===== src/rtl/vga_grid_renderer.sv =====
// Battleship board pixel generator: cell-status memory, clear sweeper and a 2-stage colour pipeline.
// Optional macro VGA_GRID_PTR_BLINK_EN blinks the pointer from a frame counter.
module vga_grid_renderer #(
  parameter int          GRID_COLS   = 10,
  parameter int          GRID_ROWS   = 10,
  parameter int          CELL_W_LOG2 = 6,
  parameter int          CELL_H_LOG2 = 5,
  parameter int          LINE_W      = 2,
  parameter int          IDX_W       = 4,
  parameter int          PTR_R       = 5,
  parameter int          BLINK_LOG2  = 4,
  parameter logic [11:0] COL_BG      = 12'h56D,
  parameter logic [11:0] COL_LINE    = 12'hF0F,
  parameter logic [11:0] COL_SHIP    = 12'h555,
  parameter logic [11:0] COL_HIT     = 12'hF80,
  parameter logic [11:0] COL_MISS    = 12'h00F,
  parameter logic [11:0] COL_PTR     = 12'hF00
) (
  input  logic             clk_in,
  input  logic             rst_in,
  input  logic             enable,
  input  logic [9:0]       current_row,
  input  logic [9:0]       current_line,
  input  logic [9:0]       x_pos,
  input  logic [9:0]       y_pos,
  input  logic             wr_en,
  input  logic [IDX_W-1:0] wr_x,
  input  logic [IDX_W-1:0] wr_y,
  input  logic [1:0]       wr_status,
  input  logic             clear_req,
  output logic             busy,
  output logic [11:0]      color_out
);

  localparam int CELLS  = GRID_COLS * GRID_ROWS;
  localparam int ADDR_W = (CELLS > 1) ? $clog2(CELLS) : 1;
  localparam int COL_W  = 10 - CELL_W_LOG2;
  localparam int ROW_W  = 10 - CELL_H_LOG2;
  localparam int unsigned NCOLS = GRID_COLS;
  localparam int unsigned NROWS = GRID_ROWS;
  localparam int unsigned NLINE = LINE_W;
  localparam logic [ADDR_W-1:0] LAST_ADDR = ADDR_W'(CELLS - 1);
  localparam logic signed [10:0] PTR_R11  = 11'(PTR_R);

  localparam logic [1:0] ST_START = 2'd0;
  localparam logic [1:0] ST_SWEEP = 2'd1;
  localparam logic [1:0] ST_IDLE  = 2'd2;

  logic [1:0]        r_state;
  logic [ADDR_W-1:0] r_sweep_addr;

  // Reset parks in ST_START so the first clock after release kicks off the auto-clear.
  always_ff @(posedge clk_in or posedge rst_in) begin
    if (rst_in) begin
      r_state      <= ST_START;
      r_sweep_addr <= '0;
    end else begin
      case (r_state)
        ST_START: begin
          r_state      <= ST_SWEEP;
          r_sweep_addr <= '0;
        end
        ST_SWEEP: begin
          if (r_sweep_addr == LAST_ADDR) begin
            r_state      <= ST_IDLE;
            r_sweep_addr <= '0;
          end else begin
            r_sweep_addr <= r_sweep_addr + 1'b1;
          end
        end
        ST_IDLE: begin
          if (clear_req) begin
            r_state      <= ST_SWEEP;
            r_sweep_addr <= '0;
          end
        end
        default: r_state <= ST_IDLE;
      endcase
    end
  end

  assign busy = (r_state == ST_SWEEP);

  // Write port: the sweeper owns the memory while busy, game writes otherwise.
  logic              w_wr_ok;
  logic [ADDR_W-1:0] w_wr_addr;
  logic              w_mem_we;
  logic [ADDR_W-1:0] w_mem_addr;
  logic [1:0]        w_mem_data;

  assign w_wr_ok    = wr_en && (32'(wr_x) < NCOLS) && (32'(wr_y) < NROWS);
  assign w_wr_addr  = ADDR_W'(32'(wr_y) * NCOLS + 32'(wr_x));
  assign w_mem_we   = busy || w_wr_ok;
  assign w_mem_addr = busy ? r_sweep_addr : w_wr_addr;
  assign w_mem_data = busy ? 2'b00 : wr_status;

  // Stage 1 combinational decode of the current pixel.
  logic [COL_W-1:0]  w_col;
  logic [ROW_W-1:0]  w_row;
  logic              w_in_grid;
  logic              w_line;
  logic signed [10:0] w_dx;
  logic signed [10:0] w_dy;
  logic              w_ptr_hit;
  logic              w_ptr_vis;
  logic [ADDR_W-1:0] w_rd_addr;

  assign w_col     = current_row[9:CELL_W_LOG2];
  assign w_row     = current_line[9:CELL_H_LOG2];
  assign w_in_grid = (32'(w_col) < NCOLS) && (32'(w_row) < NROWS);
  assign w_line    = w_in_grid &&
                     (((32'(current_row[CELL_W_LOG2-1:0]) < NLINE) && (w_col != '0)) ||
                      ((32'(current_line[CELL_H_LOG2-1:0]) < NLINE) && (w_row != '0)));

  // Zero-extended 11-bit signed differences: no wrap at the screen edges.
  assign w_dx      = $signed({1'b0, current_row})  - $signed({1'b0, x_pos});
  assign w_dy      = $signed({1'b0, current_line}) - $signed({1'b0, y_pos});
  assign w_ptr_hit = (w_dx >= -PTR_R11) && (w_dx <= PTR_R11) &&
                     (w_dy >= -PTR_R11) && (w_dy <= PTR_R11);

  // Off-grid pixels read cell 0; the result is masked by in_grid later.
  assign w_rd_addr = w_in_grid ? ADDR_W'(32'(w_row) * NCOLS + 32'(w_col)) : '0;

`ifdef VGA_GRID_PTR_BLINK_EN
  logic [BLINK_LOG2:0] r_frame_cnt;

  always_ff @(posedge clk_in or posedge rst_in) begin
    if (rst_in) begin
      r_frame_cnt <= '0;
    end else if (enable && (current_row == '0) && (current_line == '0)) begin
      r_frame_cnt <= r_frame_cnt + 1'b1;
    end
  end

  assign w_ptr_vis = ~r_frame_cnt[BLINK_LOG2];
`else
  assign w_ptr_vis = 1'b1;
`endif

  // Board memory is deliberately unreset; the auto-clear initialises it.
  logic [1:0] r_mem [CELLS];
  logic [1:0] r_s1_cell;

  always_ff @(posedge clk_in) begin
    if (w_mem_we) begin
      r_mem[w_mem_addr] <= w_mem_data;
    end
    r_s1_cell <= r_mem[w_rd_addr];
  end

  logic r_s1_en;
  logic r_s1_in_grid;
  logic r_s1_line;
  logic r_s1_ptr;

  always_ff @(posedge clk_in or posedge rst_in) begin
    if (rst_in) begin
      r_s1_en      <= 1'b0;
      r_s1_in_grid <= 1'b0;
      r_s1_line    <= 1'b0;
      r_s1_ptr     <= 1'b0;
    end else begin
      r_s1_en      <= enable;
      r_s1_in_grid <= w_in_grid;
      r_s1_line    <= w_line;
      r_s1_ptr     <= w_ptr_hit && w_ptr_vis;
    end
  end

  // Stage 2: layer priority pointer > line > cell status > background.
  always_ff @(posedge clk_in or posedge rst_in) begin
    if (rst_in) begin
      color_out <= 12'h000;
    end else if (!r_s1_en) begin
      color_out <= 12'h000;
    end else if (r_s1_ptr) begin
      color_out <= COL_PTR;
    end else if (r_s1_line) begin
      color_out <= COL_LINE;
    end else if (r_s1_in_grid) begin
      case (r_s1_cell)
        2'b01:   color_out <= COL_SHIP;
        2'b10:   color_out <= COL_HIT;
        2'b11:   color_out <= COL_MISS;
        default: color_out <= COL_BG;
      endcase
    end else begin
      color_out <= COL_BG;
    end
  end

endmodule


===== config.mk =====
export PLATFORM = sky130hd
export DESIGN_NAME = vga_grid_renderer
export DESIGN_NICKNAME = d
export VERILOG_FILES = /design/src/rtl/vga_grid_renderer.sv
export SDC_FILE = /design/constraint.sdc
export NUM_CORES = 1
export LEC_CHECK = 0
export ABC_AREA = 1
export BUFFER_PORTS_ARGS = -buffer_cell sky130_fd_sc_hd__buf_2
export CAP_MARGIN = 15
export CELL_PAD_IN_SITES_DETAIL_PLACEMENT = 2
export CELL_PAD_IN_SITES_GLOBAL_PLACEMENT = 2
export CORE_ASPECT_RATIO = 1.5
export CORE_UTILIZATION = 42
export DETAILED_ROUTE_END_ITERATION = 10
export PLACE_DENSITY = 0.95
export SLEW_MARGIN = 40
export SYNTH_ARGS = -nofsm -noshare
export SYNTH_HDL_FRONTEND = slang
export SYNTH_SLANG_ARGS = --single-unit
export TNS_END_PERCENT = 1

===== constraint.sdc =====
create_clock -name clk_in -period 8.2 [get_ports clk_in]
set_input_delay 0.82 -clock clk_in [delete_from_list [all_inputs] [get_ports clk_in]]
set_output_delay 0.82 -clock clk_in [all_outputs]
set_load 0.1 [all_outputs]

# After elaboration in Yosys (flattened, before gate mapping)
# Memories as Yosys holds them, arrays and structs flattened. A register that Yosys moved wholly into a read port is not among the register bits.
# Index checks and enable logic that the tools add are counted.
[totals] ff_bits=25 mem_bits_rw=200 out_inout_bits=13 elab_cells=66 memories=1
[mem_list] memory="r_mem" depth=100 width=2 read_ports=1 rd_ports_with_merged_regs=1 wr=1 line_no="141" text="logic [1:0] r_mem [CELLS];"
[classes] add_sub_neg=5 mul=2 n_lt_le_gt_ge=10 n_eq_ne=8 n_mux=16 reduce_logical=17
[op_table] operator="two-way mux 12 bit" count=4
[op_table] operator="one-hot mux 12 bit (3 select lines)" count=1
[op_table] operator="two-way mux 7 bit" count=4
[op_table] operator=">= comparator 11 x 4 -> 1 bit (second input constant)" count=2
[op_table] operator="less-or-equal comparator 11 x 4 -> 1 bit (second input constant)" count=2
[op_table] operator="subtractor 10 x 10 -> 11 bit" count=2
[op_table] operator="one-hot mux 7 bit (3 select lines)" count=1
[op_table] operator="adder 7 x 4 -> 7 bit" count=2
[op_table] operator="< comparator 4 bit (second input constant)" count=3
[op_table] operator="logical AND 1 bit" count=9
[op_table] operator="adder 7 x 1 -> 7 bit (second input constant)" count=1
[op_table] operator="equality test 7 bit (second input constant)" count=1
[op_table] operator="equality test 2 bit (second input constant)" count=3
[op_table] operator="< comparator 6 x 2 -> 1 bit (second input constant)" count=1
[op_table] operator="multiplier 4 x 3 -> 6 bit (second input constant)" count=1
[op_table] operator="multiplier 5 x 3 -> 6 bit (second input constant)" count=1
[op_table] operator="two-way mux 2 bit" count=3
[op_table] operator="one-hot mux 2 bit (3 select lines)" count=1
[op_table] operator="< comparator 5 x 2 -> 1 bit (second input constant)" count=1
[op_table] operator="< comparator 5 x 4 -> 1 bit (second input constant)" count=1
[op_table] operator="nonzero test 5 bit" count=1
[op_table] operator="equality test 2 x 1 -> 1 bit (second input constant)" count=2
[op_table] operator="AND reduction 2 bit" count=2
[op_table] operator="nonzero test 4 bit" count=1
[op_table] operator="6 further kinds" count=8

# Depth between registers and ports, before layout
# Gate-level depths: netlist (run 1).
[depth] word_depth=6 depth_mapped=17 ltp_nobuf=17

# Least setup slack after synthesis (run 1)
# No wires, ideal clock.
[synth_path] kind="input -> register" from="input wr_status[0]" to="memory r_mem[0][0], data pin" setup_time_ns=0.667 arrival_time_ns=3.166 slack_ns=4.367 path_stages=2 path_cell_list="inv_1 > nor2_1"
[synth_between] elab_chain_len=1
[synth_rtl] element="from (decl)" line_no="29" text="input logic [1:0] wr_status,"
[synth_rtl] element="two-way mux 2 bit" line_no="95" text="assign w_mem_data = busy ? 2'b00 : wr_status;"
[synth_rtl] element="named net w_mem_data[0]" line_no="89" text="logic [1:0] w_mem_data;"
[synth_rtl] element="to (decl)" line_no="141"
# The timed path passes the listed nets, and every way through them passes these cells.

# Worst setup path after layout (run 1)
[layout_path] from="input current_row[8]" to="register r_s1_cell[0] (read register of r_mem)"
[layout_between] elab_chain_len=3
[layout_rtl] element="from (decl)" line_no="22" text="input logic [9:0] current_row,"
[layout_rtl] element="< comparator 4 bit" line_no="110" text="assign w_in_grid = (32'(w_col) < NCOLS) && (32'(w_row) < NROWS);"
[layout_rtl] element="logical AND 1 bit" line_no="110"
[layout_rtl] element="named net w_in_grid" line_no="100" text="logic w_in_grid;"
[layout_rtl] element="two-way mux 7 bit" line_no="122" text="assign w_rd_addr = w_in_grid ? ADDR_W'(32'(w_row) * NCOLS + 32'(w_col)) : '0;"
[layout_rtl] element="to (decl)" line_no="142" text="logic [1:0] r_s1_cell;"
# The timed path passes the listed nets, and every way through them passes these cells.
# A chain may end at the register's enable or synchronous reset.

==> results.md, run 1 <==
* Area of the multi-input gates at 4310 µm²
* Setup crit start: current_row[8]
* Number of routed nets with antenna violations at 0
* Reg-to-reg endpoint: r_mem[39][1]$_DFFE_PP_
* CTS sink count at 224
* Area enclosed by the die boundary at 29500 µm²
* Maximum number of pins on one net before global-route repair at 101
* Synth top area share at 49.6%
* Boundary pin count at 68
* Clk Latency, worst-skew pair at 0.54 ns
* Antenna fix cells at 0
* Peak clock frequency supported by timing at 0.257 GHz
* Final estimated routing congestion in global placement at 0.789
* Top cells by area, synth: sky130_fd_sc_hd__edfxtp_1 50%, sky130_fd_sc_hd__nand3_1 8.4%, sky130_fd_sc_hd__inv_1 7.9%
* Site Rows at 75
* Most common flop cell mapped by yosys: sky130_fd_sc_hd__edfxtp_1
* Final-report max-slew violation count at 0
* Fill cell instance count of the final layout at 2954
* Final HPWL from detailed placement at 28.3 mm
* Seq/Total Area, Yosys at 54.5%
* Min-Delay Path Class: in -> async
* Number of antenna violations at the first check in global routing at 0
* Commonest non-fill, non-tap cells in the layout: 255 x sky130_fd_sc_hd__inv_1, 200 x sky130_fd_sc_hd__edfxtp_1, 196 x sky130_fd_sc_hd__nand3_1
* Final #Nets at 1477
* Number of non-filler instances in the completed layout at 1740
* Depth of the most critical reg-to-reg path at 7
* Hold buffers post-CTS at 0
* Max Cap Violations at 0
* Placed Cells incl. Taps at 1698
* Final setup vio count at 0
* Reg-to-reg startpoint: r_state[1]$_DFFE_PP0P_
* Die Span X at 141 µm
* All-Layer GR Usage at 31.0%
* Fraction of final layout cells sized beyond drive strength 1 at 9.61%
* Post-route setup slack at 4.31 ns
* DR WL met3 at 1.99 mm
* Post-Syn Nets at 1439
* Arrival time at the worst endpoint at 4.36 ns
* Total met2 wirelength after detailed routing at 23.7 mm
* Worst VDD drop at 0.156 mV
* Final period demand of the worst path at 3.89 ns
* Register-to-register setup slack at 5.04 ns
* Yosys warning total at 0
* H-tree levels at 1
* Kind of start point of the critical path: input port
* Final clock period utilization by the worst path at 47.5%
* Cell Pwr Density at 196 nW/µm²
* Length of routed wiring on met1 at 16.5 mm
* Drt pass-1 iters at 5
* RSZ-0062 raised after global routing: false
* Sequential standard cell area at 6600 µm²
* Buffer depth of the longest clock path at 3
* Area of the mapped netlist at 12100 µm²
* Kind of critical path: in -> reg
* Worst Clk Skew at 0.0194 ns
* EDFF count, synth at 200
* Highest fanout seen on the critical path at 36
* Post-synthesis cell type with the largest combined area: sky130_fd_sc_hd__edfxtp_1
* Root buf cell: sky130_fd_sc_hd__clkbuf_16
* Run status: finished, final reports clean
* Core area at 28200 µm²
* First-pass GRT wire length at 68.5 mm
* Iteration-0 DRC count of the detailed router at 678
* Drt via density at 5.83
* CTS resizes at 0
* TritonCTS clock tree: yes
* Die extent in y at 210 µm
* Worst-path clk slew at 0.06 ns
* Static Leak at 0.00601 µW
* Vias post-DR at 10100
* Setup crit end: r_s1_cell[0]$_DFF_P_
* Share of synthesized flip-flops with an asynchronous set or reset at 9.82%
* Area added between synthesis and finish at 11.1%
* Number of global-route vias before repair at 11500
* Total negative slack at 0 ns
* Mean cell area of the mapped netlist at 9.03 µm²
* Data required time at the worst endpoint at 8.67 ns
* Number of standard cells after synthesis at 1340
* Number of clock buffers inserted by TritonCTS at 24
* Most frequent standard cell in the layout excluding fill and tap cells: sky130_fd_sc_hd__inv_1
* Distinct cell type count after synthesis at 43
* Nature of the critical path endpoint: register
* Worst max-slew margin expressed relative to the limit at 43.8%
* Hold WS at 0.334 ns
* Post-CTS setup buffer count at 0
* Post-placement worst setup slack at 3.82 ns
* Starting density of the core at 43.0%
* Port-buffer cells at 67
* DR top layer: met4
* Yosys reg bits at 224
* GRT overflow at 0
* Drt drc at 0
* Final hold violation count at 0
* Total Wirelength at 44.6 mm
* Routed wire per std cell at 25.6 µm
* Slew at the pin closest to its max-slew limit at 0.843 ns
-- registers in the layout, indices dropped and copies added (netlist names) --
name / flops
r_sweep_addr: 7
r_mem: 200
r_s1_cell: 2
r_state: 2
color_out: 9
r_s1_in_grid: 1
r_s1_en: 1
r_s1_line: 1
r_s1_ptr: 1
-- power by group --
group	leakage, µW	switching [µW]	internal, µW
clock network	0.000348	468	580
registers	0.00199	7.73	1230
logic	0.00368	245	97.5
-- how the worst min path moves through the flow --
| stage | startpoint | cells after the start | end |
|---|---|---|---|
| 2_1_floorplan | r_s1_line$_DFF_PP0_ | 2 | color_out[10]$_DFF_PP0_ |
| 3_3_place_gp | r_s1_line$_DFF_PP0_ | 2 | color_out[10]$_DFF_PP0_ |
| 3_5_place_dp | r_sweep_addr[0]$_DFFE_PP0P_ | 1 | r_sweep_addr[0]$_DFFE_PP0P_ |
| 4_1_cts | rst_in | 2 | r_s1_in_grid$_DFF_PP0_ |
| 5_1_grt | rst_in | 2 | r_s1_line$_DFF_PP0_ |
| 6_report | rst_in | 2 | r_s1_line$_DFF_PP0_ |
-- metal layers --
metal / global-route usage (%) / vias up
met5: 0 / -
li1: - / 4527
met4: 16.5 / 0
met3: 4.02 / 136
met1: 33.8 / 5130
met2: 58.0 / 347
-- worst max-delay path, stage by stage --
cell,delay (ns)
sky130_fd_sc_hd__buf_2,0.13
sky130_fd_sc_hd__nor2_1,0.17
sky130_fd_sc_hd__nor2_2,0.09
sky130_fd_sc_hd__nor2_8,0.46
sky130_fd_sc_hd__buf_12,0.30
sky130_fd_sc_hd__nand2_2,0.14
sky130_fd_sc_hd__inv_1,0.23
sky130_fd_sc_hd__nand3_2,0.48
sky130_fd_sc_hd__inv_1,0.71
sky130_fd_sc_hd__nand3_1,0.28
sky130_fd_sc_hd__nand3_1,0.16
sky130_fd_sc_hd__nand3_1,0.14
sky130_fd_sc_hd__nand2_1,0.10
sky130_fd_sc_hd__nand2_1,0.05
sky130_fd_sc_hd__nand2_1,0.08
-- cells in the mapped netlist (2+ instances only) --
| cell | instances |
|---|---|
| sky130_fd_sc_hd__nand4_1 | 70 |
| sky130_fd_sc_hd__edfxtp_1 | 200 |
| sky130_fd_sc_hd__fa_1 | 6 |
| sky130_fd_sc_hd__and2_1 | 2 |
| sky130_fd_sc_hd__o21ai_2 | 2 |
| sky130_fd_sc_hd__o21ai_0 | 17 |
| sky130_fd_sc_hd__o21bai_1 | 4 |
| sky130_fd_sc_hd__nand3_1 | 204 |
| sky130_fd_sc_hd__xnor2_1 | 10 |
| sky130_fd_sc_hd__nand2_1 | 193 |
| sky130_fd_sc_hd__dfxtp_1 | 2 |
| sky130_fd_sc_hd__nand3b_1 | 2 |
| sky130_fd_sc_hd__xor2_1 | 14 |
| sky130_fd_sc_hd__clkbuf_1 | 21 |
| sky130_fd_sc_hd__o211ai_1 | 11 |
| sky130_fd_sc_hd__dfrtp_1 | 22 |
| sky130_fd_sc_hd__o22ai_1 | 3 |
| sky130_fd_sc_hd__nand3_2 | 2 |
| sky130_fd_sc_hd__nor3_1 | 9 |
| sky130_fd_sc_hd__or2_2 | 4 |
| sky130_fd_sc_hd__buf_4 | 9 |
| sky130_fd_sc_hd__o21ai_1 | 2 |
| sky130_fd_sc_hd__o31ai_1 | 3 |
| sky130_fd_sc_hd__inv_2 | 2 |
| sky130_fd_sc_hd__nor2_2 | 2 |
| sky130_fd_sc_hd__a21oi_1 | 26 |
| sky130_fd_sc_hd__ha_1 | 38 |
| sky130_fd_sc_hd__nand2_2 | 2 |
| sky130_fd_sc_hd__buf_1 | 5 |
| sky130_fd_sc_hd__a31oi_1 | 4 |
| sky130_fd_sc_hd__inv_1 | 256 |
| sky130_fd_sc_hd__nor2_1 | 156 |
| sky130_fd_sc_hd__buf_2 | 27 |
-- layout make-up --
cell class,count,share of cell area [%]
Clock inverter,4,0.195
Tap cell,346,3.22
Inverter,258,7.22
Clock buffer,38,5.16
Timing Repair Buffer,74,3.09
Multi-Input combinational cell,796,32.1
Sequential cell,224,49.1
-- through the flow --
step / util [%] / area [µm²] / power [µW]
5_1_grt: 47.8 / 13400 / 2700
6_report: 47.8 / 13400 / 2630
3_3_place_gp: 44.9 / 12600 / 1570
4_1_cts: 47.8 / 13400 / 2640
3_5_place_dp: 45.2 / 12700 / 1600
2_1_floorplan: - / 12100 / 1490
-- cell families after synthesis --
family,after synthesis,share of synthesized area [%]
fa+ha+maj,44,4.92
xor+xnor,24,1.74
compound gates,74,3.62
buf+inv,320,10.5
simple gates,654,24.8
flops,224,54.5
Note: power is estimated with default switching activity, not from simulation.
==> inputs of run 2 (changes only) <==
--- a/config.mk
+++ b/config.mk
@@ -11,9 +11,9 @@
 export CELL_PAD_IN_SITES_DETAIL_PLACEMENT = 2
 export CELL_PAD_IN_SITES_GLOBAL_PLACEMENT = 2
 export CORE_ASPECT_RATIO = 1.5
-export CORE_UTILIZATION = 42
+export CORE_UTILIZATION = 39
 export DETAILED_ROUTE_END_ITERATION = 10
-export PLACE_DENSITY = 0.95
+export PLACE_DENSITY = 0.9
 export SLEW_MARGIN = 40
 export SYNTH_ARGS = -nofsm -noshare
 export SYNTH_HDL_FRONTEND = slang
==> constraint.sdc (replaced) <==
create_clock -name clk_in -period 3.9 [get_ports clk_in]
set_input_delay 0.39 -clock clk_in [delete_from_list [all_inputs] [get_ports clk_in]]
set_output_delay 0.39 -clock clk_in [all_outputs]
set_load 0.1 [all_outputs]
==> run 2 against run 1 <==
Net effect:
- via count is 1.2% lower
- critical path depth is 8 lower
- sequential power is 110% higher
- final cell count is 4.5% higher
- first-iteration DRC count is 22% lower
- sequential share of layout area is 0.68 points lower
- sequential cell count stayed put
- combinational power is 110% higher
- power is 110% higher
- global-route usage is 4.9 points lower
- register-to-register slack worse by 4.1 ns
- die area is 7.6% higher
- critical path type is now reg -> reg
- largest cell class unchanged
- highest routed layer unchanged
==> results.md, run 2 (synthesis gave the netlist of run 1 again) <==
* Worst Hold Depth at 4
* Drt pass-1 iters at 5
* Kind of start point of the critical path: register
* Worst-path clk slew at 0.06 ns
* All-Layer GR Usage at 26.1%
* Final estimated routing congestion in global placement at 0.790
* Total Wirelength at 40.7 mm
* Origin of the worst min-delay path: clear_req
* Number of clock buffers inserted by TritonCTS at 24
* Arrival time at the worst endpoint at 3.21 ns
* Worst Clk Skew at 0.0124 ns
* Fill cell instance count of the final layout at 3295
* Final HPWL from detailed placement at 27.2 mm
* Reg-to-reg startpoint: r_state[1]$_DFFE_PP0P_
* Number of global-route vias before repair at 11200
* Final hold violation count at 0
* Area enclosed by the die boundary at 31800 µm²
* Final setup vio count at 0
* Core area at 30400 µm²
* Clk Latency, worst-skew pair at 0.54 ns
* GRT overflow at 0
* Slew at the pin closest to its max-slew limit at 0.858 ns
* Area added between synthesis and finish at 12.7%
* Data required time at the worst endpoint at 4.11 ns
* Port-buffer cells at 67
* Iteration-0 DRC count of the detailed router at 531
* Peak clock frequency supported by timing at 0.333 GHz
* Boundary pin count at 68
* Top reg by flops: r_mem
* Max Cap Violations at 0
* Slowest CP cell: sky130_fd_sc_hd__nor2_1
* Routed wire per std cell at 22.4 µm
* Root buf cell: sky130_fd_sc_hd__clkbuf_16
* Max reg flops at 200
* Final #Nets at 1499
* Min-Delay Path Class: in -> reg
* Vias post-DR at 10000
* Nature of the critical path endpoint: register
* H-tree levels at 1
* Maximum number of pins on one net before global-route repair at 77
* Commonest non-fill, non-tap cells in the layout: 255 x sky130_fd_sc_hd__inv_1, 204 x sky130_fd_sc_hd__nand3_1, 200 x sky130_fd_sc_hd__edfxtp_1
* Worst-case hold path end point: r_state[1]$_DFFE_PP0P_
* Die Span X at 146 µm
* Critical-path cell list: nor2_4 > inv_1 > o21ai_2 > inv_1 > nor2_1 > nand3_1 > nor2_1
* Site Rows at 78
* Post-route standard cell area excluding fillers at 13600 µm²
* Fraction of final layout cells sized beyond drive strength 1 at 10.7%
* CTS resizes at 0
* TritonCTS clock tree: yes
* Highest fanout seen on the critical path at 15
* Final-report max-slew violation count at 0
* Kind of critical path: reg -> reg
* Run status: finished, final reports clean
* First-pass GRT wire length at 63.2 mm
* CTS sink count at 224
* Cell Pwr Density at 399 nW/µm²
* Top Registers: r_mem: 200 flops, color_out: 9 flops, r_sweep_addr: 7 flops
* RSZ-0062 raised after global routing: false
* Final period demand of the worst path at 3.00 ns
* Drt drc at 0
* Number of routed nets with antenna violations at 0
* Number of antenna violations at the first check in global routing at 0
* Starting density of the core at 39.9%
* Final clock period utilization by the worst path at 77.0%
* Register-to-register setup slack at 0.90 ns
* Antenna fix cells at 0
* Drt via density at 5.51
* Placed inst area at 12900 µm²
* Slowest cell delay on critical path at 0.47 ns
* Most frequent standard cell in the layout excluding fill and tap cells: sky130_fd_sc_hd__inv_1
* Worst max-slew margin expressed relative to the limit at 42.8%
* Buffer depth of the longest clock path at 3
* Die extent in y at 218 µm
* Worst VDD drop at 0.288 mV
* Static Leak at 0.00611 µW
* Reg-to-reg endpoint: r_mem[85][0]$_DFFE_PP_
* Total negative slack at 0 ns
* Depth of the most critical reg-to-reg path at 7
## run 2: metal layers
| layer | vias up | GRT usage [%] | wire length [µm] |
|---|---|---|---|
| li1 | 4562 | - | - |
| met1 | 5068 | 28.3 | 15100 |
| met2 | 293 | 50.6 | 22200 |
| met3 | 91 | 2.62 | 1800 |
| met4 | 0 | 11.8 | 1600 |
| met5 | - | 0 | 0 |
## run 2: layout make-up
| type | instances | area [µm²] | share of cell area (%) |
|---|---|---|---|
| repair buffers | 96 | 582 | 4.27 |
| well taps | 400 | 500 | 3.67 |
| inverters | 258 | 968 | 7.10 |
| clock buffers | 26 | 608 | 4.46 |
| multi-input cells | 796 | 4270 | 31.3 |
| clock inverters | 18 | 111 | 0.817 |
| flip-flops and latches | 224 | 6600 | 48.4 |
## run 2: report_power, final
part           internal, µW  switching, µW
combinational           209            500
clock                  1140            989
sequential             2590           10.2
total                  3940           1500
## run 2: worst max-delay path by stage
stage,cells past startpoint,start,slack [ns],to
CTS,13,wr_y[1],0.88,r_mem[57][0]$_DFFE_PP_
finish,7,r_state[1]$_DFFE_PP0P_,0.90,r_mem[85][0]$_DFFE_PP_
detailed placement,13,wr_y[1],0.33,r_mem[54][0]$_DFFE_PP_
floorplan,3,r_state[0]$_DFFE_PP0P_,0.27,r_mem[0][0]$_DFFE_PP_
global placement,13,wr_y[1],0.50,r_mem[44][0]$_DFFE_PP_
global route,7,r_state[1]$_DFFE_PP0P_,0.72,r_mem[85][1]$_DFFE_PP_
## run 2: worst max-delay path: cells and delay by family, from the launching register on
kind                   cells  cell delay [ns]
AO/OA/AOI/OAI              1             0.29
AND/OR/NAND/NOR            4             1.58
flip-flops                 1             0.41
buffers and inverters      2             0.40
## run 2: per-stage QoR
step	power (µW)	hold WS [ns]	cells	util, %	setup slack (ns)
floorplan	3140	0.379	1340	-	0.275
global placement	3310	0.507	1771	42.4	0.503
detailed placement	3360	0.487	1771	42.4	0.328
CTS	5470	0.229	1817	44.8	0.876
global route	5600	0.262	1818	44.9	0.715
finish	5440	0.231	1818	44.9	0.896
## run 2: what timing repair did
action	in CTS	in global routing
hold endpoints to repair	23	0
setup buffers	0	0
hold buffers	2	0
